### src/rtl/id_ex_pipeline_reg_pkg.sv
// Shared types and constants for the ID/EX pipeline register and its
// operand forwarding logic.
package id_ex_pipeline_reg_pkg;

    localparam int XLEN       = 32;
    localparam int REG_ADDR_W = 5;
    localparam int ALU_SEL_W  = 4;

    // Named ALU codes; any other 4-bit code travels through the slot untouched.
    typedef enum logic [ALU_SEL_W-1:0] {
        ALU_FWD = 4'b0000,
        ALU_ADD = 4'b0001,
        ALU_AND = 4'b0010,
        ALU_OR  = 4'b0011
    } alu_sel_e;

    typedef enum logic [1:0] {
        FWD_REGFILE,
        FWD_EXM,
        FWD_MWB
    } fwd_src_e;

    typedef struct packed {
        logic                  valid;
        logic [XLEN-1:0]       pc;
        logic [REG_ADDR_W-1:0] rs1_addr;
        logic [REG_ADDR_W-1:0] rs2_addr;
        logic [REG_ADDR_W-1:0] rd_addr;
        logic [XLEN-1:0]       rs1_data;
        logic [XLEN-1:0]       rs2_data;
        logic [XLEN-1:0]       imm;
        logic [ALU_SEL_W-1:0]  alu_select;
        logic                  alusrc;
        logic                  mem_read;
        logic                  reg_write;
    } ex_slot_t;

    // An empty EX slot: no side effects, all fields zero, ALU code FWD.
    function automatic ex_slot_t bubble();
        ex_slot_t b;
        b            = '0;
        b.alu_select = ALU_FWD;
        return b;
    endfunction

endpackage

### src/rtl/id_ex_pipeline_reg_if.sv
// Bundle of decode-side inputs, forwarding sources and EX-slot outputs
// exchanged between the decode stage and the ID/EX register.
interface id_ex_pipeline_reg_if;
    import id_ex_pipeline_reg_pkg::*;

    logic                  id_valid;
    logic [XLEN-1:0]       id_pc;
    logic [REG_ADDR_W-1:0] id_rs1_addr;
    logic [REG_ADDR_W-1:0] id_rs2_addr;
    logic [REG_ADDR_W-1:0] id_rd_addr;
    logic [XLEN-1:0]       id_rs1_data;
    logic [XLEN-1:0]       id_rs2_data;
    logic [XLEN-1:0]       id_imm;
    logic [ALU_SEL_W-1:0]  id_alu_select;
    logic                  id_alusrc;
    logic                  id_mem_read;
    logic                  id_reg_write;

    logic                  flush;
    logic                  mem_stall;

    logic [REG_ADDR_W-1:0] exm_rd;
    logic                  exm_reg_write;
    logic [XLEN-1:0]       exm_result;
    logic [REG_ADDR_W-1:0] mwb_rd;
    logic                  mwb_reg_write;
    logic [XLEN-1:0]       mwb_data;

    logic                  id_stall;
    logic                  ex_valid;
    logic [XLEN-1:0]       ex_pc;
    logic [XLEN-1:0]       ex_data1;
    logic [XLEN-1:0]       ex_data2;
    logic [ALU_SEL_W-1:0]  ex_select;
    logic [XLEN-1:0]       ex_store_data;
    logic [REG_ADDR_W-1:0] ex_rd_addr;
    logic                  ex_mem_read;
    logic                  ex_reg_write;

    modport master (
        output id_valid, id_pc, id_rs1_addr, id_rs2_addr, id_rd_addr,
               id_rs1_data, id_rs2_data, id_imm, id_alu_select, id_alusrc,
               id_mem_read, id_reg_write, flush, mem_stall,
               exm_rd, exm_reg_write, exm_result, mwb_rd, mwb_reg_write, mwb_data,
        input  id_stall, ex_valid, ex_pc, ex_data1, ex_data2, ex_select,
               ex_store_data, ex_rd_addr, ex_mem_read, ex_reg_write
    );

    modport slave (
        input  id_valid, id_pc, id_rs1_addr, id_rs2_addr, id_rd_addr,
               id_rs1_data, id_rs2_data, id_imm, id_alu_select, id_alusrc,
               id_mem_read, id_reg_write, flush, mem_stall,
               exm_rd, exm_reg_write, exm_result, mwb_rd, mwb_reg_write, mwb_data,
        output id_stall, ex_valid, ex_pc, ex_data1, ex_data2, ex_select,
               ex_store_data, ex_rd_addr, ex_mem_read, ex_reg_write
    );

endinterface

### src/rtl/id_ex_pipeline_reg_forward_unit.sv
// Picks the freshest value of one source register: EX/MEM result, then
// MEM/WB data, then the value read from the register file in decode.
module forward_unit
    import id_ex_pipeline_reg_pkg::*;
(
    input  logic [REG_ADDR_W-1:0] rs_addr,
    input  logic [XLEN-1:0]       rs_data,
    input  logic [REG_ADDR_W-1:0] exm_rd,
    input  logic                  exm_reg_write,
    input  logic [XLEN-1:0]       exm_result,
    input  logic [REG_ADDR_W-1:0] mwb_rd,
    input  logic                  mwb_reg_write,
    input  logic [XLEN-1:0]       mwb_data,
    output logic [XLEN-1:0]       data
);

    fwd_src_e src;

    // x0 is hardwired to zero, so a pending write to it must never be forwarded.
    always_comb begin
        // NOTE: assign every always_comb output a default first so no path leaves it unassigned (no latch).
        src = FWD_REGFILE;
        if (exm_reg_write && (exm_rd != '0) && (exm_rd == rs_addr)) begin
            src = FWD_EXM;
        end else if (mwb_reg_write && (mwb_rd != '0) && (mwb_rd == rs_addr)) begin
            src = FWD_MWB;
        end
    end

    always_comb begin
        data = rs_data;
        unique case (src)
            FWD_EXM: data = exm_result;
            FWD_MWB: data = mwb_data;
            default: data = rs_data;
        endcase
    end

endmodule

### src/rtl/id_ex_pipeline_reg.sv
// ID/EX pipeline register with flush, downstream stall, load-use bubble
// insertion and post-register operand forwarding.
module id_ex_pipeline_reg
    import id_ex_pipeline_reg_pkg::*;
(
    input logic                 clk,
    input logic                 reset,
    id_ex_pipeline_reg_if.slave bus
);

    ex_slot_t        slot;
    logic            load_use;
    logic [XLEN-1:0] rs1_fwd;
    logic [XLEN-1:0] rs2_fwd;

    // A load in EX cannot feed its result to the instruction in decode in time.
    assign load_use = slot.valid && slot.mem_read && (slot.rd_addr != '0) &&
                      bus.id_valid &&
                      ((bus.id_rs1_addr == slot.rd_addr) ||
                       (bus.id_rs2_addr == slot.rd_addr));

    assign bus.id_stall = load_use | bus.mem_stall;

    always_ff @(posedge clk or negedge reset) begin
        if (!reset) begin
            // NOTE: the slot is a handful of flops, not a memory, so clearing all of it on reset is cheap and wanted.
            slot <= bubble();
        end else if (bus.flush) begin
            // NOTE: sequential state uses non-blocking assignment so every flop samples pre-edge values.
            slot <= bubble();
        end else if (bus.mem_stall) begin
            slot <= slot;
        end else if (load_use || !bus.id_valid) begin
            slot <= bubble();
        end else begin
            slot <= '{
                valid:      1'b1,
                pc:         bus.id_pc,
                rs1_addr:   bus.id_rs1_addr,
                rs2_addr:   bus.id_rs2_addr,
                rd_addr:    bus.id_rd_addr,
                rs1_data:   bus.id_rs1_data,
                rs2_data:   bus.id_rs2_data,
                imm:        bus.id_imm,
                alu_select: bus.id_alu_select,
                alusrc:     bus.id_alusrc,
                mem_read:   bus.id_mem_read,
                reg_write:  bus.id_reg_write
            };
        end
    end

    forward_unit u_fwd_rs1 (
        .rs_addr       (slot.rs1_addr),
        .rs_data       (slot.rs1_data),
        .exm_rd        (bus.exm_rd),
        .exm_reg_write (bus.exm_reg_write),
        .exm_result    (bus.exm_result),
        .mwb_rd        (bus.mwb_rd),
        .mwb_reg_write (bus.mwb_reg_write),
        .mwb_data      (bus.mwb_data),
        .data          (rs1_fwd)
    );

    forward_unit u_fwd_rs2 (
        .rs_addr       (slot.rs2_addr),
        .rs_data       (slot.rs2_data),
        .exm_rd        (bus.exm_rd),
        .exm_reg_write (bus.exm_reg_write),
        .exm_result    (bus.exm_result),
        .mwb_rd        (bus.mwb_rd),
        .mwb_reg_write (bus.mwb_reg_write),
        .mwb_data      (bus.mwb_data),
        .data          (rs2_fwd)
    );

    assign bus.ex_valid      = slot.valid;
    assign bus.ex_pc         = slot.pc;
    assign bus.ex_data1      = rs1_fwd;
    assign bus.ex_data2      = slot.alusrc ? slot.imm : rs2_fwd;
    assign bus.ex_select     = slot.alu_select;
    assign bus.ex_store_data = rs2_fwd;
    assign bus.ex_rd_addr    = slot.rd_addr;
    assign bus.ex_mem_read   = slot.mem_read;
    assign bus.ex_reg_write  = slot.reg_write;

endmodule

### src/flat_wrapper.sv
// flat-port wrapper written by rule: the top's interface ports become plain ports
module id_ex_pipeline_reg_flat import id_ex_pipeline_reg_pkg::*;
  (clk, reset, bus_id_valid, bus_id_pc, bus_id_rs1_addr, bus_id_rs2_addr, bus_id_rd_addr, bus_id_rs1_data, bus_id_rs2_data, bus_id_imm, bus_id_alu_select, bus_id_alusrc, bus_id_mem_read, bus_id_reg_write, bus_flush, bus_mem_stall, bus_exm_rd, bus_exm_reg_write, bus_exm_result, bus_mwb_rd, bus_mwb_reg_write, bus_mwb_data, bus_id_stall, bus_ex_valid, bus_ex_pc, bus_ex_data1, bus_ex_data2, bus_ex_select, bus_ex_store_data, bus_ex_rd_addr, bus_ex_mem_read, bus_ex_reg_write);
  id_ex_pipeline_reg_if bus_i ();
  input logic clk;
  input logic reset;
  input wire logic [$bits(bus_i.id_valid)-1:0] bus_id_valid;
  input wire logic [$bits(bus_i.id_pc)-1:0] bus_id_pc;
  input wire logic [$bits(bus_i.id_rs1_addr)-1:0] bus_id_rs1_addr;
  input wire logic [$bits(bus_i.id_rs2_addr)-1:0] bus_id_rs2_addr;
  input wire logic [$bits(bus_i.id_rd_addr)-1:0] bus_id_rd_addr;
  input wire logic [$bits(bus_i.id_rs1_data)-1:0] bus_id_rs1_data;
  input wire logic [$bits(bus_i.id_rs2_data)-1:0] bus_id_rs2_data;
  input wire logic [$bits(bus_i.id_imm)-1:0] bus_id_imm;
  input wire logic [$bits(bus_i.id_alu_select)-1:0] bus_id_alu_select;
  input wire logic [$bits(bus_i.id_alusrc)-1:0] bus_id_alusrc;
  input wire logic [$bits(bus_i.id_mem_read)-1:0] bus_id_mem_read;
  input wire logic [$bits(bus_i.id_reg_write)-1:0] bus_id_reg_write;
  input wire logic [$bits(bus_i.flush)-1:0] bus_flush;
  input wire logic [$bits(bus_i.mem_stall)-1:0] bus_mem_stall;
  input wire logic [$bits(bus_i.exm_rd)-1:0] bus_exm_rd;
  input wire logic [$bits(bus_i.exm_reg_write)-1:0] bus_exm_reg_write;
  input wire logic [$bits(bus_i.exm_result)-1:0] bus_exm_result;
  input wire logic [$bits(bus_i.mwb_rd)-1:0] bus_mwb_rd;
  input wire logic [$bits(bus_i.mwb_reg_write)-1:0] bus_mwb_reg_write;
  input wire logic [$bits(bus_i.mwb_data)-1:0] bus_mwb_data;
  output wire logic [$bits(bus_i.id_stall)-1:0] bus_id_stall;
  output wire logic [$bits(bus_i.ex_valid)-1:0] bus_ex_valid;
  output wire logic [$bits(bus_i.ex_pc)-1:0] bus_ex_pc;
  output wire logic [$bits(bus_i.ex_data1)-1:0] bus_ex_data1;
  output wire logic [$bits(bus_i.ex_data2)-1:0] bus_ex_data2;
  output wire logic [$bits(bus_i.ex_select)-1:0] bus_ex_select;
  output wire logic [$bits(bus_i.ex_store_data)-1:0] bus_ex_store_data;
  output wire logic [$bits(bus_i.ex_rd_addr)-1:0] bus_ex_rd_addr;
  output wire logic [$bits(bus_i.ex_mem_read)-1:0] bus_ex_mem_read;
  output wire logic [$bits(bus_i.ex_reg_write)-1:0] bus_ex_reg_write;
  assign bus_i.id_valid = bus_id_valid;
  assign bus_i.id_pc = bus_id_pc;
  assign bus_i.id_rs1_addr = bus_id_rs1_addr;
  assign bus_i.id_rs2_addr = bus_id_rs2_addr;
  assign bus_i.id_rd_addr = bus_id_rd_addr;
  assign bus_i.id_rs1_data = bus_id_rs1_data;
  assign bus_i.id_rs2_data = bus_id_rs2_data;
  assign bus_i.id_imm = bus_id_imm;
  assign bus_i.id_alu_select = bus_id_alu_select;
  assign bus_i.id_alusrc = bus_id_alusrc;
  assign bus_i.id_mem_read = bus_id_mem_read;
  assign bus_i.id_reg_write = bus_id_reg_write;
  assign bus_i.flush = bus_flush;
  assign bus_i.mem_stall = bus_mem_stall;
  assign bus_i.exm_rd = bus_exm_rd;
  assign bus_i.exm_reg_write = bus_exm_reg_write;
  assign bus_i.exm_result = bus_exm_result;
  assign bus_i.mwb_rd = bus_mwb_rd;
  assign bus_i.mwb_reg_write = bus_mwb_reg_write;
  assign bus_i.mwb_data = bus_mwb_data;
  assign bus_id_stall = bus_i.id_stall;
  assign bus_ex_valid = bus_i.ex_valid;
  assign bus_ex_pc = bus_i.ex_pc;
  assign bus_ex_data1 = bus_i.ex_data1;
  assign bus_ex_data2 = bus_i.ex_data2;
  assign bus_ex_select = bus_i.ex_select;
  assign bus_ex_store_data = bus_i.ex_store_data;
  assign bus_ex_rd_addr = bus_i.ex_rd_addr;
  assign bus_ex_mem_read = bus_i.ex_mem_read;
  assign bus_ex_reg_write = bus_i.ex_reg_write;
  id_ex_pipeline_reg u_core (.clk(clk), .reset(reset), .bus(bus_i));
endmodule
### config.mk
export PLATFORM = sky130hd
export DESIGN_NAME = id_ex_pipeline_reg_flat
export DESIGN_NICKNAME = d
export VERILOG_FILES = /design/src/rtl/id_ex_pipeline_reg_pkg.sv /design/src/rtl/id_ex_pipeline_reg_if.sv /design/src/rtl/id_ex_pipeline_reg_forward_unit.sv /design/src/rtl/id_ex_pipeline_reg.sv /design/src/flat_wrapper.sv
export SDC_FILE = /design/constraint.sdc
export NUM_CORES = 1
export LEC_CHECK = 0
export BUFFER_PORTS_ARGS = -buffer_cell sky130_fd_sc_hd__buf_2
export CAP_MARGIN = 25
export CORE_MARGIN = 3
export CORE_UTILIZATION = 30
export DETAILED_ROUTE_END_ITERATION = 8
export SYNTH_ARGS = -nofsm -noshare
export SYNTH_HDL_FRONTEND = slang
export SYNTH_HIERARCHICAL = 1
export SYNTH_SLANG_ARGS = --single-unit
### constraint.sdc
create_clock -name clk -period 4.1 [get_ports clk]
set_input_delay 0.82 -clock clk [delete_from_list [all_inputs] [get_ports clk]]
set_output_delay 0.82 -clock clk [all_outputs]
set_load 0.05 [all_outputs]
Word-level counts from Yosys, hierarchy flattened:

Cells that the tools add are included.

* bits in registers: 151
* output and inout bits: 141
* logic and storage cells: 50

* equal/unequal tests: 11
* mux-type cells: 10
* bitwise gates (word level): 1
* reduce and logical (&&, ||, !) cells: 16

Operators by type and width (number)
* $mux 151: 3
* $pmux 32 s2: 2
* $mux 32: 1
* $eq 5x5->1: 6
* $reduce_bool 5->1: 3
* $logic_and 1x1->1: 10
* $mux 2: 4
* $eq 2x1->1 const B: 2
* $eq 2x2->1 const B: 2
* $logic_or 1x1->1: 2
* $ne 2x2->1 const B: 1
* $logic_not 1->1: 1
* $or 1x1->1: 1

Logic depth before layout (Yosys ltp):

Gate-level depths: netlist (run 1).

* depth in word-level cells: 8
* depth in mapped cells: 7
* gate-level depth less buffers: 5

By module:

The synthesis (run 1) kept the hierarchy.

By module, submodules not included
* id_ex_pipeline_reg: times used 1, cells an instance 772, area each 7953.9 um2
* forward_unit: times used 2, cells an instance 180, area each 1520.2 um2

Least setup slack after synthesis (run 1):

Ideal clock, no wire load.

* kind: input to output
* from: in bus_exm_rd[0]
* to: out bus_ex_data2[27]
* arrival: 3.203 ns
* required time: 3.280 ns
* setup slack: 0.077 ns
* cell stages on the path: 6
* path buffers: 1
* cell sequence: or4_1 -> a21oi_2 -> buf_2 -> nor4_1 -> a31oi_1 -> mux2_2

* cells in the longest elaborated chain, start to end: 7

Ends and longest elaborated chain
* start, declared: RTL line flat_wrapper.sv:21 `input wire logic [$bits(bus_i.exm_rd)-1:0] bus_exm_rd;`
* $reduce_bool 5->1: RTL line id_ex_pipeline_reg_forward_unit.sv:23 `if (exm_reg_write && (exm_rd != '0) && (exm_rd == rs_addr)) begin`
* $logic_and 1x1->1: RTL line id_ex_pipeline_reg_forward_unit.sv:23
* $logic_and 1x1->1 *: RTL line id_ex_pipeline_reg_forward_unit.sv:23
* $mux 2 *: RTL line id_ex_pipeline_reg_forward_unit.sv:23
* $eq 2x2->1 or $eq 2x1->1 (tied branches): RTL line id_ex_pipeline_reg_forward_unit.sv:32 `unique case (src)`
* $pmux 32 s2 *: RTL line id_ex_pipeline_reg_forward_unit.sv:32
* named net bus_ex_store_data[27]: RTL line flat_wrapper.sv:33 `output wire logic [$bits(bus_i.ex_store_data)-1:0] bus_ex_store_data;`
* $mux 32 *: RTL line id_ex_pipeline_reg.sv:80 `assign bus.ex_data2 = slot.alusrc ? slot.imm : rs2_fwd;`
* end, declared: RTL line flat_wrapper.sv:31 `output wire logic [$bits(bus_i.ex_data2)-1:0] bus_ex_data2;`

The timed path passes the listed nets; every way through them passes the cells marked *.

Worst setup path after layout (run 1):

* from: in bus_mwb_rd[2]
* to: out bus_ex_data2[29]

* cells in the longest elaborated chain, start to end: 8

Ends and longest elaborated chain
* start, declared: RTL line flat_wrapper.sv:24 `input wire logic [$bits(bus_i.mwb_rd)-1:0] bus_mwb_rd;`
* $reduce_bool 5->1: RTL line id_ex_pipeline_reg_forward_unit.sv:25 `end else if (mwb_reg_write && (mwb_rd != '0) && (mwb_rd == rs_addr)) begin`
* $logic_and 1x1->1: RTL line id_ex_pipeline_reg_forward_unit.sv:25
* $logic_and 1x1->1 *: RTL line id_ex_pipeline_reg_forward_unit.sv:25
* $mux 2 *: RTL line id_ex_pipeline_reg_forward_unit.sv:25
* $mux 2 *: RTL line id_ex_pipeline_reg_forward_unit.sv:23
* $eq 2x2->1 or $eq 2x1->1 (tied branches): RTL line id_ex_pipeline_reg_forward_unit.sv:32
* $pmux 32 s2 *: RTL line id_ex_pipeline_reg_forward_unit.sv:32
* $mux 32 *: RTL line id_ex_pipeline_reg.sv:80

Mark *: on every way between the ends. The rest lies on a longest branch, timed or not.

==> results of run 1 <==
-- final timing paths --
path | start | to | slack (ns) | cells after the start
setup reg to reg | u_core/bus.ex_rd_addr[4] | u_core/slot[102] | 1.43 | 6
max in group asynchronous | reset | u_core/slot[2] | 2.72 | 2
hold / removal | reset | u_core/slot[51] | 0.36 | 1
hold reg to reg | u_core/bus.ex_pc[6] | u_core/bus.ex_pc[6] | 0.47 | 2
setup / recovery | bus_mwb_rd[2] | bus_ex_data2[29] | 0.21 | 8
min in group clk | u_core/bus.ex_pc[6] | u_core/bus.ex_pc[6] | 0.47 | 2
-- cells in the mapped netlist (6+ instances only) --
library cell  instances
a31oi_2              58
or4b_2               14
or4b_1               50
clkbuf_1             83
mux2_2               32
nand3b_1            189
nand2_1             116
buf_2                16
o31ai_1              64
nor4_1               64
clkbuf_2              7
buf_4                41
a31oi_1               6
o21ai_2              80
clkbuf_4              6
buf_12               15
o21ai_0              70
xnor2_1              22
dfrtp_1             151
buf_6                 8
-- per-stage QoR --
step           cells  setup WS (ns)
2_1_floorplan   1132        0.07749
3_3_place_gp    1829         0.3074
3_5_place_dp    1829         0.2455
4_1_cts         1861         0.2168
5_1_grt         1872         0.1212
6_report        1873         0.2147
-- registers in the layout (all words and copies together), names as in the netlist --
register,cells
u_core/bus.ex_pc,32
u_core/bus.ex_rd_addr,5
u_core/bus.ex_select,4
u_core/bus.ex_reg_write,1
u_core/bus.ex_mem_read,1
u_core/bus.ex_valid,1
u_core/slot,107
-- critical path: stages --
cell and delay, ns:
buf_2 0.12, xnor2_1 0.19, nand3_2 0.20, buf_4 0.31, or4b_2 0.68, a31oi_2 0.28
mux2_2 0.19, buf_2 0.25
-- power breakdown --
group	switching, W	leakage, nW	total [W]	internal [W]
clock	0.000723	0.298	0.00172	0.00100
sequential	0.0000447	2.06	0.00159	0.00155
combinational	0.000724	3.36	0.00109	0.000367
total	0.00149	5.71	0.00440	0.00291
-- routing by layer --
metal / vias to the layer above / global-route usage, % / share of wire [%]
li1: 4735 / - / -
met1: 5016 / 30.19 / 44
met2: 382 / 34.30 / 46
met3: 65 / 5.543 / 6.9
met4: 14 / 8.501 / 2.8
met5: - / 0 / 0.21
-- layout make-up --
type                       instances  share of cell area (%)
sequential                       151                   27.29
antenna                           12                  0.2168
multi-input combinational        804                   43.95
clock inverter                    12                   1.202
tap                              461                   4.165
timing repair buffer             412                   19.85
clock buffer                      20                   3.298
inverter                           1                 0.02710
-- cells by family (layout without fill, tap and decap cells) --
group | count (synthesis) | in the layout | share of synthesized area [%]
compound gates | 285 | 285 | 21.66
flops | 151 | 151 | 34.37
buf+inv | 177 | 445 | 10.67
simple gates | 461 | 461 | 27.95
xor+xnor | 26 | 26 | 2.071
mux | 32 | 32 | 3.278
other cells | 0 | 12 | 0
==> flow_summary.ini, run 1 <==
[detailed_routing]
drc = 0
vias = 10212
drt-pass1-iter-count = 5
wl_mm = 44.23
drt_iter0_drc = 615
routedWlPerCell_um = 23.62
vias_per_cell = 5.452
drtAntennaViolNets = 0

[yosys]
synth_top_area_share_pct = 34.37
ys_warn_count = 6
async_reset_ff_share_pct = 100.0
synth-seq-area-share_pct = 34.37
syn_inst = 1132
synth.largest_area_cell = dfrtp_1
synthTopCellsByArea = dfrtp_1 34%, nand3b_1 13%, a31oi_2 6.6%
ys_ff_latch = 151
syn_area_um2 = 10990
syn_nets = 1363
synthFlopType = dfrtp_1
ys_types = 39
syn_avg_cell_area_um2 = 9.712
synth_edf_count = 0

[finish]
fin_nets = 1618
final_area_um2 = 13850
syn_to_final_growth_pct = 25.97
n_fill_cell = 3648
multiInputGateArea_um2 = 6087
ff_latch_area_um2 = 3780
final_util_pct = 38.66
final_cell_mix = 339 x buf_2, 189 x nand3b_1, 150 x dfrtp_1
final_common_cell = buf_2
drive_above_1_share_pct = 46.21

[sta]
setup_violations = 0
rsz0062_at_grt = no
drv_slew = 0
finalCritPeriodShare_pct = 94.76
fmax_ghz = 0.2574
finClkSkew_ns = 0.01176
hold_ws_ns = 0.3608
slew_headroom_pct = 28.11
worstMarginPinSlew_ns = 1.078
final_hold_viol_count = 0
fin_setup_tns_ns = 0
period_minus_slack_ns = 3.885

[floorplanning]
core_region_area_um2 = 35830
die_h_um = 197.4
ioPinCount = 372
die_x_um = 197.4
rows = 69
fp.dieArea_um2 = 38980
initial_utilization_pct = 30.69

[worst_setup_path]
arrival_ns = 3.07
endpoint_kind = output port
cp_max_fo = 35
cp-start-kind = input port
crit_type = in -> out
crit_required_ns = 3.28

[clocking]
clk_pin_slew_worst_paths_ns = 0.07
cts_setup_buffers = 0
cts_tree = yes
cts-root-buf = clkbuf_16
cts.sinks = 151
insertion_delay_ns = 0.45
cts_buffers = 17
cts_hold_buf = 0
cts_max_path_buffers = 2
ctsResizeCount = 0
h-tree-depth = 4

[global_routing]
grt_first_pass_wirelength_mm = 65.61
grt_pass1_vias = 9996
antenna_found_initial = 20
grtUsageTotal_pct = 22.26
grt_max_degree = 152
grt_overflow_total = 0

[power_and_ir_drop]
total_power_w = 0.004404
p_leak_nw = 5.711
power_density_nw_per_um2 = 318.0
ir_drop_v = 0.0002882

[placed_design]
port_buffers = 371
hpwl_mm = 32.40
gpl.final_weighted_congestion = 0.8579
place_area_um2 = 13200

[worst_hold_path]
holdCritPathClass = in -> async

[run_status]
status = finished clean

[flow_run]
maxCapViolations = 0
Note: power is estimated with default switching activity, not from simulation.
==> run 2: changes to the inputs <==
ABC_AREA = 1   (was default)
==> flow_summary.ini, run 2 <==
[sta]
final_hold_viol_count = 0
period_minus_slack_ns = 3.708
fin_setup_tns_ns = 0
drv_slew = 0
slew_headroom_pct = 29.06
worst_slack_ns = 0.3920
setup_violations = 0
rsz0062_at_grt = no
finalCritPeriodShare_pct = 90.44
worstMarginPinSlew_ns = 1.064
fmax_ghz = 0.2697
finClkSkew_ns = 0.008409

[placed_design]
dpl_worst_slack_ns = 0.4759
port_buffers = 371
place_area_um2 = 11450
hpwl_mm = 26.48
gpl.final_weighted_congestion = 0.8491

[detailed_routing]
drt_iter0_drc = 647
drt-pass1-iter-count = 6
vias_per_cell = 5.207
drtAntennaViolNets = 0
wl_mm = 37.77
drc = 0
routedWlPerCell_um = 19.93
vias = 9868

[power_and_ir_drop]
p_leak_nw = 6.833
ir_drop_v = 0.0002498
power_density_nw_per_um2 = 337.0

[finish]
largest_register_ffs = 107
drive_above_1_share_pct = 41.06
final_area_um2 = 12060
n_fill_cell = 3254
syn_to_final_growth_pct = 24.49
final_common_cell = nand2_1
antenna-diode-count = 0
fin_nets = 1711
regMostFlops = u_core/slot
final_cell_mix = 371 x nand2_1, 370 x buf_2, 230 x nand3_1

[yosys]
synth_edf_count = 0
synth.most_common_cell = nand2_1
syn_avg_cell_area_um2 = 8.069
syn_inst = 1201
syn_area_um2 = 9691
ys_ff_latch = 151
ys_types = 25
synthTopCellsByArea = dfrtp_1 39%, nand2_1 14%, nand3_2 12%
ys_warn_count = 6
synth_top_area_share_pct = 38.99
async_reset_ff_share_pct = 100.0
synth.largest_area_cell = dfrtp_1
synth-seq-area-share_pct = 38.99
synthFlopType = dfrtp_1
syn_nets = 1432
synthTopCellsByCount = 373 x nand2_1, 232 x nand3_1, 151 x dfrtp_1

[worst_setup_path]
slowest_stage = nand3_2
crit_type = in -> out
crit_required_ns = 3.28
cp-start-kind = input port
critPathMaxStageDelay_ns = 0.74
cp_cell_sequence = buf_2 > inv_1 > nand2_1 > nand2_1 > nand2_1 > nor2_1 > nand3_2 > buf_4 > nand3_1 > nand3_2 > buf_2
cp_max_fo = 31
endpoint_kind = output port
arrival_ns = 2.89
crit_top_cell = nand2_1

[clocking]
cts.sinks = 151
ctsResizeCount = 0
cts_buffers = 17
cts-root-buf = clkbuf_16
insertion_delay_ns = 0.44
cts_max_path_buffers = 2
clk_pin_slew_worst_paths_ns = 0.07
h-tree-depth = 4
cts_hold_buf = 0
cts_tree = yes
cts_setup_buffers = 0

[global_routing]
grtUsageTotal_pct = 21.48
grt_max_degree = 86
antenna_found_initial = 6
grt_overflow_total = 0
grt_pass1_vias = 9899
grt_first_pass_wirelength_mm = 56.91

[floorplanning]
initial_utilization_pct = 30.55
die_h_um = 185.7
core_region_area_um2 = 31720
rows = 65
ioPinCount = 372
die_x_um = 185.7
fp.dieArea_um2 = 34490

[worst_hold_path]
holdCritPathClass = in -> async

[flow_run]
maxCapViolations = 0

[run_status]
status = finished clean
==> run 2: cell families (layout without fill, tap and decap cells) <==
kind of cell / Yosys count / in the layout / synth area share [%]
AND/OR/NAND/NOR: 827 / 827 / 45.24
buffers and inverters: 177 / 469 / 11.04
flip-flops: 151 / 151 / 38.99
multiplexers: 32 / 32 / 3.719
AO/OA/AOI/OAI: 10 / 10 / 0.6456
XOR/XNOR: 4 / 4 / 0.3616
==> run 2: area by class of cell <==
cell class              count  area (um^2)  share of cell area [%]
multi-input cells         873         4892                   40.55
flip-flops and latches    151         3780                   31.33
repair buffers            395         2118                   17.56
well taps                 402        503.0                   4.169
clock buffers              18        439.2                   3.640
clock inverters            14        173.9                   1.442
inverters                  42        157.7                   1.307
==> run 2: stage by stage <==
step	hold slack (ns)	std cells	util (%)	power (W)
2_1_floorplan	0.4436	1201	-	0.002105
3_3_place_gp	0.4567	1863	36.10	0.002414
3_5_place_dp	0.4612	1863	36.10	0.002420
4_1_cts	0.4007	1895	38.04	0.004119
5_1_grt	0.4235	1895	38.04	0.004244
6_report	0.4022	1895	38.04	0.004065
==> run 2: power by group <==
group          internal [W]  switching (W)  total [W]
combinational      0.000231       0.000570   0.000800
clock              0.000979       0.000693    0.00167
sequential          0.00155      0.0000476    0.00159
==> run 2: critical path, delay by kind of cell <==
family                 cells  cell delay, ns
and+or+nand+nor            7            1.20
buffers and inverters      4            0.84
==> run 2: final timing paths <==
path                            slack [ns]                     start          endpoint  cells past startpoint
worst max-delay path                  0.39             bus_mwb_rd[1]   bus_ex_data1[2]                     11
worst min-delay path                  0.40                     reset   u_core/slot[92]                      1
worst max register to register        1.45  u_core/bus.ex_rd_addr[0]  u_core/slot[101]                     10
worst min register to register        0.48           u_core/slot[35]   u_core/slot[35]                      2
max in group asynchronous             2.94                     reset   u_core/slot[80]                      2
min in group clk                      0.48           u_core/slot[35]   u_core/slot[35]                      2
==> run 2: routing by layer <==
metal	part of all wire [%]	up-vias	GRT usage [%]
met5	0.21	-	0
met3	8.5	92	6.136
li1	-	4553	-
met4	3.1	12	8.549
met1	42	4725	27.18
met2	46	486	34.72
==> run 3: changes to the inputs <==
clock period = 4.8 ns   (was 4.1 ns; I/O delays follow)
==> flow_summary.ini, run 3 (same netlist as run 2, synthesis figures left out) <==
[finish]
regMostFlops = u_core/slot
final_cell_mix = 371 x nand2_1, 370 x buf_2, 230 x nand3_1
syn_to_final_growth_pct = 24.44
largest_register_ffs = 107
n_fill_cell = 3344
final_area_um2 = 12060
fin_nets = 1707
antenna-diode-count = 0
drive_above_1_share_pct = 40.69
final_common_cell = nand2_1

[worst_setup_path]
critPathMaxStageDelay_ns = 0.51
crit_required_ns = 3.84
r2r_cells = 10
cp_cell_sequence = buf_2 > inv_1 > nand2_1 > nand2_1 > nand2_2 > nor2_4 > nand3_4 > buf_12 > nand3_1 > nand3_2 > mux2_2 > buf_2
crit_end = bus_ex_data2[30]
critPathLaunch = bus_exm_rd[1]
rr_endpoint = u_core/bus.ex_pc[19]
endpoint_kind = output port
slowest_stage = nand3_4
crit_type = in -> out
regToRegStartpoint = u_core/bus.ex_rd_addr[0]
ff2ff_setup_slack_ns = 2.17
worst_path_dominant_cell_family = simple AND/OR/NAND/NOR gates
worst-path-stages = 12
crit_buf_inv = 4
cp_max_fo = 39
arrival_ns = 3.11
cp-start-kind = input port

[sta]
setup_violations = 0
final_hold_viol_count = 0
fin_setup_tns_ns = 0
fmax_ghz = 0.2454
rsz0062_at_grt = no
period_minus_slack_ns = 4.074
slew_headroom_pct = 31.64
finClkSkew_ns = 0.008815
finalCritPeriodShare_pct = 84.88
worstMarginPinSlew_ns = 1.025
drv_slew = 0

[power_and_ir_drop]
clkPwrFrac_pct = 41.8
power.switching_w = 0.001069
p_sw_share_pct = 30.47
p_leak_nw = 6.834
p_seq_share_pct = 38.8
p_int_w = 0.002439
p_comb_share_pct = 19.4
ir_drop_v = 0.0002462
power_density_nw_per_um2 = 290.9
total_power_w = 0.003508

[clocking]
cts_max_path_buffers = 2
cts.sinks = 151
cts_buffers = 17
h-tree-depth = 4
cts_hold_buf = 0
insertion_delay_ns = 0.44
cts_tree = yes
cts_setup_buffers = 0
ctsResizeCount = 0
clk_pin_slew_worst_paths_ns = 0.06
cts-root-buf = clkbuf_16

[detailed_routing]
vias = 9853
drt-pass1-iter-count = 8
vias_per_cell = 5.216
drc = 0
drt_iter0_drc = 655
drtAntennaViolNets = 0
wl_mm = 37.02
routedWlPerCell_um = 19.60

[worst_hold_path]
holdCritPathClass = in -> async

[placed_design]
place_area_um2 = 11400
gpl.final_weighted_congestion = 0.8774
hpwl_mm = 25.92
port_buffers = 371

[floorplanning]
die_h_um = 185.7
rows = 65
core_region_area_um2 = 31720
initial_utilization_pct = 30.55
fp.dieArea_um2 = 34490
die_x_um = 185.7
ioPinCount = 372

[global_routing]
antenna_found_initial = 7
grt_first_pass_wirelength_mm = 56.31
grtUsageTotal_pct = 21.11
grt_max_degree = 99
grt_overflow_total = 0
grt_pass1_vias = 9835

[run_status]
status = finished clean

[flow_run]
maxCapViolations = 0
==> run 3: worst min path at each step <==
stage | cells after the start | slack [ns] | end
finish | 1 | 0.34 | u_core/slot[92]
global route | 1 | 0.33 | u_core/slot[92]
floorplan | 2 | 0.44 | u_core/slot[10]
detailed placement | 2 | 0.46 | u_core/slot[33]
CTS | 2 | 0.48 | u_core/slot[28]
global placement | 2 | 0.46 | u_core/slot[8]
==> run 3: metrics by stage <==
stage	hold slack (ns)	utilization [%]	std cells	setup WS, ns
global placement	0.4570	35.94	1858	0.7741
finish	0.3444	38.02	1889	0.7258
detailed placement	0.4601	35.94	1858	0.7416
global route	0.3261	38.02	1889	0.6111
CTS	0.4775	37.93	1888	0.7401
floorplan	0.4436	-	1201	1.139
==> run 3: layout make-up <==
cell class / instances / area, um^2 / share of cell area [%]
multi-input cells: 873 / 4892 / 40.57
repair buffers: 391 / 2096 / 17.38
well taps: 402 / 503.0 / 4.171
clock inverters: 7 / 142.6 / 1.183
flip-flops and latches: 151 / 3780 / 31.34
clock buffers: 23 / 488.0 / 4.046
inverters: 42 / 157.7 / 1.307
==> run 3: power groups by stage <==
stage | combinational (W) | sequential (W) | clock, W
final | 0.000682 | 0.00136 | 0.00147
after global routing | 0.000734 | 0.00137 | 0.00157
after CTS | 0.000683 | 0.00136 | 0.00152
after detailed placement | 0.000682 | 0.00138 | 0
after global placement | 0.000676 | 0.00138 | 0
after floorplan | 0.000428 | 0.00137 | 0
==> run 3: layer usage <==
layer	routed length, um	GRT usage [%]
met5	84	0
met4	1107	8.639
met3	3302	6.019
met1	15320	26.40
met2	17200	34.38
